==> src/rtl/boot_loader.sv <==
// Boot loader: streams a fixed-length program image from the BIOS capture
// source into instruction memory. It then checks a trailing checksum word.
// On a match it releases the core; on a mismatch or a stall it holds the core.
module boot_loader #(
  parameter int                    DATA_WIDTH     = 32,
  parameter int                    ADDR_WIDTH     = 32,
  parameter int                    BOOT_WORDS     = 16,
  parameter logic [ADDR_WIDTH-1:0] BASE_ADDR      = '0,
  parameter int                    TIMEOUT_CYCLES = 1024
) (
  input  logic                              clock,
  input  logic                              reset,
  input  logic                              start,
  input  logic                              src_valid,
  input  logic [DATA_WIDTH-1:0]             src_data,
  output logic                              src_ready,
  output logic [ADDR_WIDTH-1:0]             mem_address,
  output logic [DATA_WIDTH-1:0]             mem_data,
  output logic                              mem_we,
  output logic                              core_enable,
  output logic                              done,
  output logic                              error,
  output logic [$clog2(BOOT_WORDS+1)-1:0]   words_loaded
);

  localparam int COUNT_WIDTH = $clog2(BOOT_WORDS + 1);
  localparam int TIMER_WIDTH = $clog2(TIMEOUT_CYCLES + 1);

  typedef enum logic [2:0] {
    IDLE,
    LOAD,
    CHECK,
    RUN,
    ERROR
  } bootState_t;

  bootState_t                 state;
  bootState_t                 stateNext;
  logic [COUNT_WIDTH-1:0]     count;
  logic [DATA_WIDTH-1:0]      sum;
  logic [TIMER_WIDTH-1:0]     timer;
  logic [ADDR_WIDTH-1:0]      memAddressReg;
  logic [DATA_WIDTH-1:0]      memDataReg;
  logic                       memWeReg;

  logic accepting;
  logic transfer;
  logic lastWord;
  logic timeoutHit;
  logic restart;

  // The loader only takes words while loading data or waiting for the checksum.
  assign accepting  = (state == LOAD) || (state == CHECK);
  assign transfer   = accepting && src_valid;
  assign lastWord   = (count == COUNT_WIDTH'(BOOT_WORDS - 1));
  // A transfer on the expiry edge clears the timer, so it beats the timeout.
  assign timeoutHit = accepting && !transfer &&
                      (timer == TIMER_WIDTH'(TIMEOUT_CYCLES - 1));
  assign restart    = start && ((state == IDLE) || (state == ERROR));

  // State register.
  always_ff @(posedge clock or negedge reset) begin
    // NOTE: sequential state uses non-blocking assignments. Every register then
    // updates from values sampled before the edge, whatever the block order.
    if (!reset) begin
      state <= IDLE;
    end else begin
      state <= stateNext;
    end
  end

  // Next-state decode.
  always_comb begin
    // NOTE: the default assignment comes first. Paths that do not change the
    // state then still assign it, so the decode infers no latch.
    stateNext = state;
    unique case (state)
      IDLE: begin
        if (start) stateNext = LOAD;
      end
      LOAD: begin
        if (transfer && lastWord) stateNext = CHECK;
        else if (timeoutHit)      stateNext = ERROR;
      end
      CHECK: begin
        if (transfer)        stateNext = (src_data == sum) ? RUN : ERROR;
        else if (timeoutHit) stateNext = ERROR;
      end
      RUN: begin
        stateNext = RUN;
      end
      ERROR: begin
        if (start) stateNext = LOAD;
      end
      default: begin
        stateNext = IDLE;
      end
    endcase
  end

  // Word count, running checksum and stall timer.
  always_ff @(posedge clock or negedge reset) begin
    if (!reset) begin
      count <= '0;
      sum   <= '0;
      timer <= '0;
    end else if (restart) begin
      count <= '0;
      sum   <= '0;
      timer <= '0;
    end else if (transfer) begin
      timer <= '0;
      if (state == LOAD) begin
        count <= count + COUNT_WIDTH'(1);
        sum   <= sum + src_data;
      end
    end else if (accepting) begin
      timer <= timer + TIMER_WIDTH'(1);
    end
  end

  // Memory write port: a one-cycle strobe per data word.
  // Address and data hold their last values between strobes.
  always_ff @(posedge clock or negedge reset) begin
    if (!reset) begin
      memAddressReg <= '0;
      memDataReg    <= '0;
      memWeReg      <= 1'b0;
    end else begin
      memWeReg <= 1'b0;
      if (transfer && (state == LOAD)) begin
        memAddressReg <= BASE_ADDR + ADDR_WIDTH'(count);
        memDataReg    <= src_data;
        memWeReg      <= 1'b1;
      end
    end
  end

  // Outputs come only from registers or from a decode of the state register.
  assign src_ready    = accepting;
  assign core_enable  = (state == RUN);
  assign done         = (state == RUN);
  assign error        = (state == ERROR);
  assign mem_address  = memAddressReg;
  assign mem_data     = memDataReg;
  assign mem_we       = memWeReg;
  assign words_loaded = count;

endmodule

==> config.mk <==
export PLATFORM = sky130hd
export DESIGN_NAME = boot_loader
export DESIGN_NICKNAME = d
export VERILOG_FILES = /design/src/rtl/boot_loader.sv
export SDC_FILE = /design/constraint.sdc
export NUM_CORES = 1
export LEC_CHECK = 0
export ABC_AREA = 1
export ABC_CLOCK_PERIOD_IN_PS = 1750
export CAP_MARGIN = 20
export CORE_AREA = 2 2 149 151
export DETAILED_ROUTE_END_ITERATION = 10
export DIE_AREA = 0 0 151 153
export GPL_TIMING_DRIVEN = 0
export SYNTH_ARGS = -nofsm -noshare
export SYNTH_HDL_FRONTEND = slang
export SYNTH_SLANG_ARGS = --single-unit
export TNS_END_PERCENT = 1
==> constraint.sdc <==
create_clock -name clock -period 1.75 [get_ports clock]
set_clock_uncertainty 0.05 [all_clocks]
set_input_delay 0.4375 -clock clock [delete_from_list [all_inputs] [get_ports clock]]
set_output_delay 0.4375 -clock clock [all_outputs]
set_load 0.005 [all_outputs]
* Word level (Yosys, flattened, before mapping) *
Cells that the tools add are included.

storage, ports and cells
  flip-flop bits (word level) = 89
  input port bits = 36
  output and inout port bits = 74
  logic and storage cells = 49

cells by class
  add/subtract/negate cells = 3
  equal/unequal tests = 8
  multiplexer cells = 16
  reductions and logical operators = 15

operator list
  kind                                                                     number
  32-bit two-way mux                                                       3
  11-bit two-way mux                                                       3
  32-bit adder                                                             1
  32-bit == test                                                           1
  3-bit two-way mux                                                        5
  5-bit two-way mux                                                        3
  3-bit case mux with 4 select lines                                       1
  11-bit by 1-bit adder with 11-bit output, second input constant          1
  11-bit by 10-bit == test with 1-bit output, second input constant        1
  3-bit by 2-bit == test with 1-bit output, second input constant          2
  1-bit logical AND                                                        6
  5-bit by 1-bit adder with 5-bit output, second input constant            1
  5-bit by 4-bit == test with 1-bit output, second input constant          1
  2-bit nonzero test                                                       2
  3-bit by 1-bit == test with 1-bit output, second input constant          1
  3-bit == test, second input constant                                     1
  3-bit zero test                                                          1
  3-bit nonzero test                                                       1
  1-bit logical OR                                                         2
  2-bit by 1-bit inequality test with 1-bit output, second input constant  1
  2-bit AND reduction                                                      1
  2-bit OR reduction                                                       1
  1-bit zero test                                                          1
  1-bit two-way mux                                                        1

* Logic depth before layout (Yosys ltp) *
Gate-level depths: netlist of the first run.

  depth in word-level cells = 9
  depth in mapped cells = 13
  gate-level depth less buffers = 13

* Worst setup path after synthesis of the first run *
Ideal clock, no wire load.

  kind = input -> register
  start = in src_data[0]
  end = reg sum[24]
  setup time = 0.117 ns
  arrival = 1.795 ns
  data required time = 1.583 ns
  path slack = -0.212 ns
  cell stages on the path = 12
  path buffers = 0
  cells stage by stage = ha_1 fa_1 nand3_1 nand3_1 nand2_1 nand2_1 nand2_1 nand2_2 nand2_1 nand3_1 nand3_1 nand2_1

on the way
  word-level cells in the longest chain between the ends = 4

RTL lines
  what                  RTL line  text
  start, declared       15        input logic [DATA_WIDTH-1:0] src_data,
  32-bit adder          115       sum <= sum + src_data;
  32-bit two-way mux    113       if (state == LOAD) begin
  32-bit two-way mux    111       end else if (transfer) begin
  32-bit two-way mux    107       end else if (restart) begin
  end signal, assigned  115
  end, declared         40        logic [DATA_WIDTH-1:0] sum;

No other way between the ends. The select of a mux whose other input is x is not followed.
A chain may end at the register's enable or synchronous reset.

* Worst setup path after layout of the first run *
  start = reg sum[0]
  end = reg sum[24]

on the way
  word-level cells in the longest chain between the ends = 4

RTL lines
  what                RTL line
  32-bit adder        115
  32-bit two-way mux  113
  32-bit two-way mux  111
  32-bit two-way mux  107

No other way between the ends. The select of a mux whose other input is x is not followed.

==> results.py, run 1 <==
metrics = {
    "placed_design": {
        "port_buffers": 82,
        "dp_hpwl_um": 13500,
        "gp_congestion": 0.928,
        "detailedPlace.worstSlack_ns": -0.926,
    },
    "clock_tree": {
        "clock_path_buffers": 2,
        "cts_hold_buf": 0,
        "root_buffer": "clkbuf_16",
        "cts_inserted_buffers": 9,
        "clk_latency_ns": 0.35,
        "path_clk_slew_ns": 0.07,
        "htreeDepth": 3,
        "cts_sinks": 89,
        "cts_tree": "done",
    },
    "sta": {
        "setup_viol": 27,
        "min_period_ns": 1.93,
        "hold_viol": 0,
        "worst_pin_slew_ns": 0.602,
        "timing.final.max_slew_violations": 0,
        "finalCritPeriodShare": 1.10,
        "worst_slack_ns": -0.178,
        "slew-limit-headroom": 0.599,
        "rsz0062_at_grt": "yes",
        "setup_tns_ns": -2.13,
        "max_freq_mhz": 519,
    },
    "yosys": {
        "postSynthAreaPerCell_um2": 6.63,
        "synthArstFlopShare": 1.00,
        "syn_inst": 960,
        "synth_ff_type": "dfrtp_1",
        "yosys_register_bits": 89,
        "yosysUniqueCellTypes": 37,
        "synth_warnings": 0,
        "syn_area_um2": 6360,
        "synth_edf_count": 0,
        "synth.yosys.seq_area_share": 0.350,
    },
    "job": {
        "cap_violations": 0,
    },
    "worst_setup_path": {
        "critPathTopFamily": "simple AND/OR/NAND/NOR gates",
        "cp_common_cell": "nand2_2",
        "r2r_start": "sum[0]",
        "worst-path-max-fanout": 4,
        "required_ns": 1.94,
        "path_class": "reg2reg",
        "slowest_delay_ns": 0.42,
        "crit_path_end_kind": "flop",
        "critPathBufInv": 0,
        "reg2regPathDepth": 12,
        "path_cells": "ha_4 -> fa_2 -> nand3_2 -> nand3_4 -> nand2_2 -> nand2_2 -> nand2_2 -> nand2_4 -> nand2_4 -> nand3_2 -> nand3_1 -> nand2_1",
        "critPathLaunchType": "flop",
        "reg2reg_to": "sum[24]",
        "r2r_slack_ns": -0.18,
        "worstPathArrival_ns": 2.12,
        "slowest_stage": "fa_2",
    },
    "power": {
        "p_leak_nw": 4.62,
        "cellPowerDensity_nw_per_um2": 1420,
        "ir_worst_vdd_mv": 0.631,
        "finalPower_w": 0.0123,
    },
    "finish": {
        "drive_above_1_share": 0.188,
        "fillers": 2303,
        "nNetsFinal": 1168,
        "area_delta_synth_final_pct": 36.3,
        "antenna_cells": 0,
        "seqCellArea_um2": 2230,
        "multi_input_area_um2": 3980,
    },
    "global_routing": {
        "globalRouteOverflowTotal": 0,
        "grt_pass1_vias": 5834,
        "grt_start_max_net_pins": 47,
        "grt_first_pass_wirelength_um": 29400,
        "grt_antenna_before_repair": 0,
        "track_usage": 0.160,
    },
    "detailed_routing": {
        "firstDrtPassIters": 5,
        "post-route-drc-count": 0,
        "drt_iter0_drc": 307,
        "wl_um": 17700,
        "detail-route-antenna-nets": 0,
        "vias": 6054,
        "wl_per_cell_um": 12.9,
        "viasPerCell": 4.38,
    },
    "floorplanning": {
        "dieWidth_um": 151,
        "core_area_um2": 21500,
        "dieArea_um2": 23100,
        "die_y_um": 153,
        "num_rows": 54,
        "initial_core_util": 0.296,
        "io_pins": 110,
    },
    "run_status": {
        "status": "complete, but fails checks",
        "violations": "setup timing",
    },
    "hold_path": {
        "hp-class": "in2async",
    },
}
## cells by family after synthesis
kind of cell    count (synthesis)  synth area share
fa+ha+maj                      35            0.0700
simple gates                  560             0.369
other cells                     1          0.000589
flops                          89             0.350
buf+inv                       191             0.134
xor+xnor                       10            0.0138
compound gates                 74            0.0629
## metrics by stage
stage	hold WS, ns	util	instances	area [µm²]
CTS	0.0566	0.401	1379	8620
detailed placement	0.408	0.358	1349	7680
global placement	0.403	0.356	1348	7660
finish	0.0410	0.404	1381	8670
floorplan	0.0919	-	986	6490
global route	0.0873	0.404	1381	8670
## final cells by class
class,count,share of cell area
multi-input combinational,706,0.459
buffer,44,0.0364
clock inverter,5,0.00938
clock buffer,10,0.0264
tap,280,0.0404
sequential,89,0.257
timing repair buffer,100,0.108
inverter,147,0.0639
## how the worst max path moves through the flow
stage	from	end	slack, ns	cells after the start
after floorplan	src_data[0]	sum[24]	-0.07	12
after global placement	reset	timer[10]	-3.38	1
after detailed placement	src_data[0]	sum[24]	-0.93	13
after CTS	sum[0]	sum[24]	-0.17	13
after global routing	sum[0]	sum[26]	-0.25	10
final	sum[0]	sum[24]	-0.18	12
## worst reg2reg max path: cells and delay by family, from the launching register on
kind | cells | cell delay (ns)
flip-flops | 1 | 0.41
AND/OR/NAND/NOR | 10 | 0.77
adder cells (fa/ha/maj) | 2 | 0.60
## synthesized netlist by cell type (5+ instances only)
cell type,n,share of area
buf_2,10,0.0079
nand3_1,44,0.035
nand2_1,396,0.23
ha_1,34,0.067
buf_4,31,0.037
dfrtp_1,89,0.35
a21oi_1,30,0.024
inv_1,141,0.083
inv_2,6,0.0035
nor2_1,61,0.036
xnor2_1,8,0.011
nand2_2,21,0.021
nor3_1,11,0.0087
o21ai_0,26,0.020
o21ai_1,5,0.0039
## repair_timing
action,CTS,global route
endpoints found under the setup margin,41,90
buffers inserted,15,2
gates resized for setup,154,10
pin swaps,29,7
## report_power, final
part,switching [W],total [W],internal [W]
registers,0.000527,0.00332,0.00279
clock network,0.000841,0.00209,0.00124
logic,0.00380,0.00688,0.00307
## per-layer routing
metal,GRT usage,up-vias,routed length (µm)
met3,0.0340,23,955
met4,0.0494,0,323
li1,-,3162,-
met5,0,-,0
met1,0.224,2722,8640
met2,0.246,147,7830
## flip-flops by register name, indices dropped and copies added, names as in the netlist
| register | count |
|---|---|
| mem_data | 32 |
| mem_we | 1 |
| words_loaded | 5 |
| mem_address | 5 |
| sum | 32 |
| state | 3 |
| timer | 11 |
## placed cells by master (no fill, tap or decap), types with 5 or more instances in the layout
cell type,count
buf_2,9
o21ai_0,22
nor3_2,7
nand2_4,9
o21ai_1,9
ha_4,29
nor3_1,8
buf_6,5
ha_1,5
a21oi_1,21
inv_1,138
inv_2,8
nand2_1,375
clkdlybuf4s50_1,42
dfrtp_1,88
conb_1,27
nor2_2,11
nand3_1,37
xnor2_1,7
buf_4,48
nor2_1,53
clkbuf_16,9
a21oi_2,9
dlygate4sd2_1,34
nand2_2,34
nand3_2,8
(Power assumes the default switching activity.)
==> run 2: changes to the inputs <==
--- a/config.mk
+++ b/config.mk
@@ -12,6 +12,9 @@
 export DETAILED_ROUTE_END_ITERATION = 10
 export DIE_AREA = 0 0 151 153
 export GPL_TIMING_DRIVEN = 0
+export PLACE_DENSITY_LB_ADDON = 0.25
+export REMOVE_ABC_BUFFERS = 1
+export SLEW_MARGIN = 15
 export SYNTH_ARGS = -nofsm -noshare
 export SYNTH_HDL_FRONTEND = slang
 export SYNTH_SLANG_ARGS = --single-unit
==> run 2 against run 1 <==
Compared with the run above:
- the run still ends with setup timing left
- global-route usage down 0.10 points
- non-clock buffer count shrank 38
- clock power shrank 6%
- sequential power is essentially flat
==> results.py, run 2 (synthesis results as in run 1) <==
metrics = {
    "run_status": {
        "status": "complete, but fails checks",
        "violations": "setup timing",
    },
    "power": {
        "pwr-share-comb": 0.570,
        "finalPower_w": 0.0123,
        "intPower_w": 0.00707,
        "p_sw_frac": 0.426,
        "ir_worst_vdd_mv": 0.424,
        "p_leak_nw": 4.52,
        "cellPowerDensity_nw_per_um2": 1440,
        "seqPwrFrac": 0.271,
        "power_frac_clock": 0.159,
        "switchingPower_w": 0.00525,
    },
    "sta": {
        "finalCritPeriodShare": 1.07,
        "setup_viol": 40,
        "timing.final.max_slew_violations": 0,
        "min_period_ns": 1.87,
        "hold_viol": 0,
        "rsz0062_at_grt": "yes",
        "max_freq_mhz": 535,
        "worst_slack_ns": -0.121,
    },
    "floorplanning": {
        "die_y_um": 153,
        "io_pins": 110,
        "num_rows": 54,
        "dieArea_um2": 23100,
        "initial_core_util": 0.296,
        "dieWidth_um": 151,
        "core_area_um2": 21500,
    },
    "worst_setup_path": {
        "slowest_delay_ns": 0.43,
        "required_ns": 1.92,
        "path_class": "reg2reg",
        "slowest_stage": "dfrtp_1",
        "worst-path-max-fanout": 32,
        "path_cells": "nor2_4 -> buf_4 -> nand2_4 -> buf_4 -> nor2_4 -> clkbuf_16 -> clkinv_16 -> nand2_8 -> inv_16 -> a22o_1",
        "critPathTopFamily": "buffers and inverters",
        "critPathBufInv": 5,
        "crit_path_end_kind": "flop",
        "critPathLaunchType": "flop",
        "r2r_slack_ns": -0.12,
        "worstPathArrival_ns": 2.05,
    },
    "clock_tree": {
        "clock_path_buffers": 2,
        "clk_latency_ns": 0.34,
        "cts_inserted_buffers": 9,
        "path_clk_slew_ns": 0.07,
        "root_buffer": "clkbuf_16",
        "cts_tree": "done",
        "htreeDepth": 3,
        "cts_sinks": 89,
    },
    "job": {
        "cap_violations": 0,
    },
    "global_routing": {
        "grt_start_max_net_pins": 59,
        "globalRouteOverflowTotal": 0,
        "grt_pass1_vias": 5778,
        "grt_first_pass_wirelength_um": 29300,
        "track_usage": 0.159,
        "grt_antenna_before_repair": 0,
    },
    "finish": {
        "layout.cells.non_filler": 1345,
        "nNetsFinal": 1131,
        "antenna_cells": 0,
        "final_common_cell": "nand2_1",
        "final_cell_mix": "nand2_1, inv_1, dfrtp_1",
        "area_delta_synth_final_pct": 34.7,
        "drive_above_1_share": 0.163,
    },
    "detailed_routing": {
        "vias": 5968,
        "post-route-drc-count": 0,
        "detail-route-antenna-nets": 0,
        "wl_per_cell_um": 13.4,
        "drt_iter0_drc": 239,
        "viasPerCell": 4.44,
        "firstDrtPassIters": 5,
        "wl_um": 18000,
    },
    "placed_design": {
        "place_inst": 1307,
        "port_buffers": 82,
        "detailedPlace.worstSlack_ns": -1.73,
        "gp_congestion": 0.919,
        "dp_hpwl_um": 12600,
    },
    "hold_path": {
        "hp-class": "reg2reg",
    },
}
[run 2: repair_timing]
| item | in CTS | in global routing |
|---|---|---|
| pin swaps | 30 | 12 |
| hold buffers | 1 | 0 |
| setup endpoints to repair | 84 | 58 |
| buffers inserted | 14 | 5 |
| gates cloned | 1 | 1 |
| endpoints found under the hold margin | 32 | 0 |
| gates resized for setup | 168 | 30 |
[run 2: worst reg2reg max path, cell delays in order, from the launching register on]
cell	delay (ns)
dfrtp_1	0.43
nor2_4	0.13
buf_4	0.12
nand2_4	0.05
buf_4	0.15
nor2_4	0.13
clkbuf_16	0.18
clkinv_16	0.10
nand2_8	0.13
inv_16	0.08
a22o_1	0.20
[run 2: stage by stage]
step | util | setup TNS (ns) | hold WS [ns] | instance area (µm²)
CTS | 0.393 | -1.63 | 0.425 | 8440
global placement | 0.341 | -490.27 | 0.404 | 7330
detailed placement | 0.345 | -94.48 | 0.312 | 7410
finish | 0.399 | -2.06 | 0.418 | 8570
floorplan | - | -37.76 | 0.0919 | 6160
global route | 0.399 | -7.62 | 0.446 | 8570
[run 2: per-layer routing]
metal	vias up	global-route usage	share of wire
met5	-	0	0
met4	0	0.0467	0.016
met3	18	0.0188	0.040
met2	125	0.255	0.46
met1	2736	0.224	0.49
li1	3089	-	-
[run 2: power by group through the flow]
stage / Sequential [W] / Clock [W] / Combinational [W]
after floorplan: 0.00322 / 0 / 0.00362
after global placement: 0.00323 / 0 / 0.00566
after detailed placement: 0.00324 / 0 / 0.00577
after CTS: 0.00334 / 0.00204 / 0.00682
after global routing: 0.00344 / 0.00214 / 0.00792
final: 0.00334 / 0.00196 / 0.00702
[run 2: final cells by class]
cell class | instances | area (µm²)
Fill cell | 2273 | 12900
Multi-Input combinational cell | 706 | 4030
Sequential cell | 89 | 2230
Timing Repair Buffer | 106 | 1070
Inverter | 147 | 594
Tap cell | 280 | 350
Clock buffer | 11 | 233
Clock inverter | 5 | 56.3
Timing Repair inverter | 1 | 11.3
[run 2: path summary, 6_finish.rpt]
path / cells past startpoint / from / end
max in group asynchronous: 3 / reset / state[1]
min in group asynchronous: 2 / reset / mem_data[8]
worst max-delay path: 10 / state[2] / sum[1]
worst min-delay path: 2 / mem_data[1] / mem_data[1]
worst min register to register: 2 / mem_data[1] / mem_data[1]
worst max register to register: 10 / state[2] / sum[1]
==> patch, RTL diff (config.mk and constraints of run 1) <==
The 5 states of `bootState_t` get a one-hot encoding in 5 bits.
--- a/src/rtl/boot_loader.sv
+++ b/src/rtl/boot_loader.sv
@@ -27,10 +27,10 @@
   localparam int TIMER_WIDTH = $clog2(TIMEOUT_CYCLES + 1);
 
-  typedef enum logic [2:0] {
-    IDLE,
-    LOAD,
-    CHECK,
-    RUN,
-    ERROR
+  typedef enum logic [4:0] {
+    IDLE  = 5'b00001,
+    LOAD  = 5'b00010,
+    CHECK = 5'b00100,
+    RUN   = 5'b01000,
+    ERROR = 5'b10000
   } bootState_t;
 
Behaviour: same outputs for any inputs over 10 cycles, from zero or initial values and one cycle with reset low; not proved beyond that.
==> patch against run 1 <==
The run still ends with setup timing left; sequential cell count increased by 2; area after synthesis increased by 1.3%; setup slack got worse by 36 ps; clock power about the same; power decreased by 5.6%; via count increased by 1.1%; routed wire length increased by 3.2%; final area increased by 2.3%; critical path type is now flip-flop to output pin; largest power group unchanged.
==> patch: results (changes against run 1) <==
Status
  – Status: complete, but fails checks
  – Failing checks: setup timing

STA
  – Worst-Margin Slew: 537.2 ps (-64.54 ps)
  – Final setup violation count: 24 (-11%)
  – Final setup TNS: -2581 ps (-447.2 ps)
  – Setup ws final: -213.9 ps (-36.16 ps)

Cells and area
  – Antenna cell count: 0 (unchanged)
  – Fraction of layout cells with a size suffix above 1: 19.06% (+0.26 points)
  – # fillers: 2296 (-0.30%)
  – Nets: 1178 (+0.86%)

Detailed routing
  – Router iterations before antenna repair: 4 (-1)
  – Via density: 4.399 (+0.34%)
  – Detailed Route WL: 18310 microns (+3.2%)
  – 1st-iter DRT viols: 291 (-5.2%)

Worst setup path
  – Largest fanout on the critical path: 3 (-1)
  – Cell at the slowest stage of the critical path: dfrtp_2
  – Delay-heaviest family, CP: flip-flops
  – CP arrival: 1480 ps (-640 ps)

Place
  – Routability congestion estimate: 0.8974 (-3.2%)
  – Dpl ws: -947.2 ps (-21.71 ps)
  – Hpwl dp: 13920 microns (+3.4%)

Power
  – Switch share: 41.86% (-0.26 points)
  – Worst vdd ir: 0.5170 mV (-18%)
  – Leakage: 0.004864 uW (+5.2%)

Global routing
  – GR Util All Layers: 16.45% (+0.47 points)
  – Vias in the first global route: 6031 (+3.4%)
  – Pin count of the biggest net entering global routing: 55 (+17%)
  – First-pass GRT wire length: 30230 microns (+2.9%)

Logic synthesis
  – Post-synth cell types: 40 (+8.1%)
  – Top cells by area, synth: dfrtp_1 (35%), nand2_1 (24%), inv_1 (8.3%)
  – Post-synthesis sequential area ratio: 35.34% (+0.34 points)
  – Commonest cells in the synthesized netlist: nand2_1 (406), inv_1 (142), dfrtp_1 (90)

Clocking
  – Worst-Skew Late Latency: 360 ps
patch: cell count changes after synthesis, moves of 5 or more:
cell	before	now
o21ai_1	5	18
o21ai_0	26	11
nand3_1	44	54
xor2_1	2	7
nand2_1	396	406
nand2_2	21	5
patch: what timing repair did:
| action | CTS | global route |
|---|---|---|
| hold buffers | 0 | 0 |
| pin swaps | 23 | 5 |
| endpoints found under the setup margin | 49 | 86 |
| resized for setup | 151 | 45 |
| hold endpoints to repair | 0 | 0 |
| setup buffers | 15 | 0 |
patch: worst register-to-register path: cells and delay by family (launching register included):
family | cells | cell delay, ps
adders and majority gates | 2 | 570
DFF | 1 | 410
and+or+nand+nor | 8 | 780
patch: final cells by class:
type                    instances  area, sq um  area share (%)
plain buffers                  45        355.3           4.007
clock buffers                  10        239.0           2.695
clock inverters                 6        68.82          0.7761
inverters                     149        566.8           6.392
multi-input cells             713         4073           45.93
flip-flops and latches         91         2282           25.74
well taps                     280        350.3           3.951
repair buffers                 98        932.1           10.51
patch: power by group through the flow:
stage	registers [uW]	clock network, uW	logic, uW
6_report	3340	2090	6170
5_1_grt	3450	2210	6950
4_1_cts	3340	2150	6080
3_5_place_dp	3270	0	5320
3_3_place_gp	3260	0	5240
2_1_floorplan	3240	0	3360
patch: worst paths after layout:
path | to | slack, ps | cells after the start | startpoint
max in group asynchronous | state[0] | 960 | 2 | reset
worst max-delay path | done | -210 | 5 | state[1]
min in group clock | mem_data[27] | 360 | 3 | src_data[27]
worst max register to register | sum[26] | -170 | 10 | sum[0]
worst min register to register | mem_data[2] | 420 | 2 | mem_data[2]
worst min-delay path | mem_data[3] | 1 | 1 | reset
patch: metal layers:
layer,global-route usage [%],routed length [microns],vias up,share of wire (%)
li1,-,-,3200,-
met1,22.51,8584,2798,47
met2,27.16,8728,116,48
met3,2.716,814,9,4.4
met4,3.738,180,0,0.98
met5,0,0,-,0
patch: kinds of logic after synthesis:
group	share of synthesized area, %
AOI/OAI and AO/OA	6.559
xor gates and xnor gates	1.494
adders and majority gates	6.909
buffers and inverters	13.80
DFF	35.34
other	0.05816
and+or+nand+nor	35.84
patch: stage by stage:
stage | std cells | hold WS [ps] | area (sq um)
floorplan | 998 | 91.91 | 6579
global placement | 1360 | 404.3 | 7750
detailed placement | 1361 | 405.5 | 7775
CTS | 1392 | 24.36 | 8742
global route | 1392 | 47.61 | 8867
finish | 1392 | 0.9843 | 8867
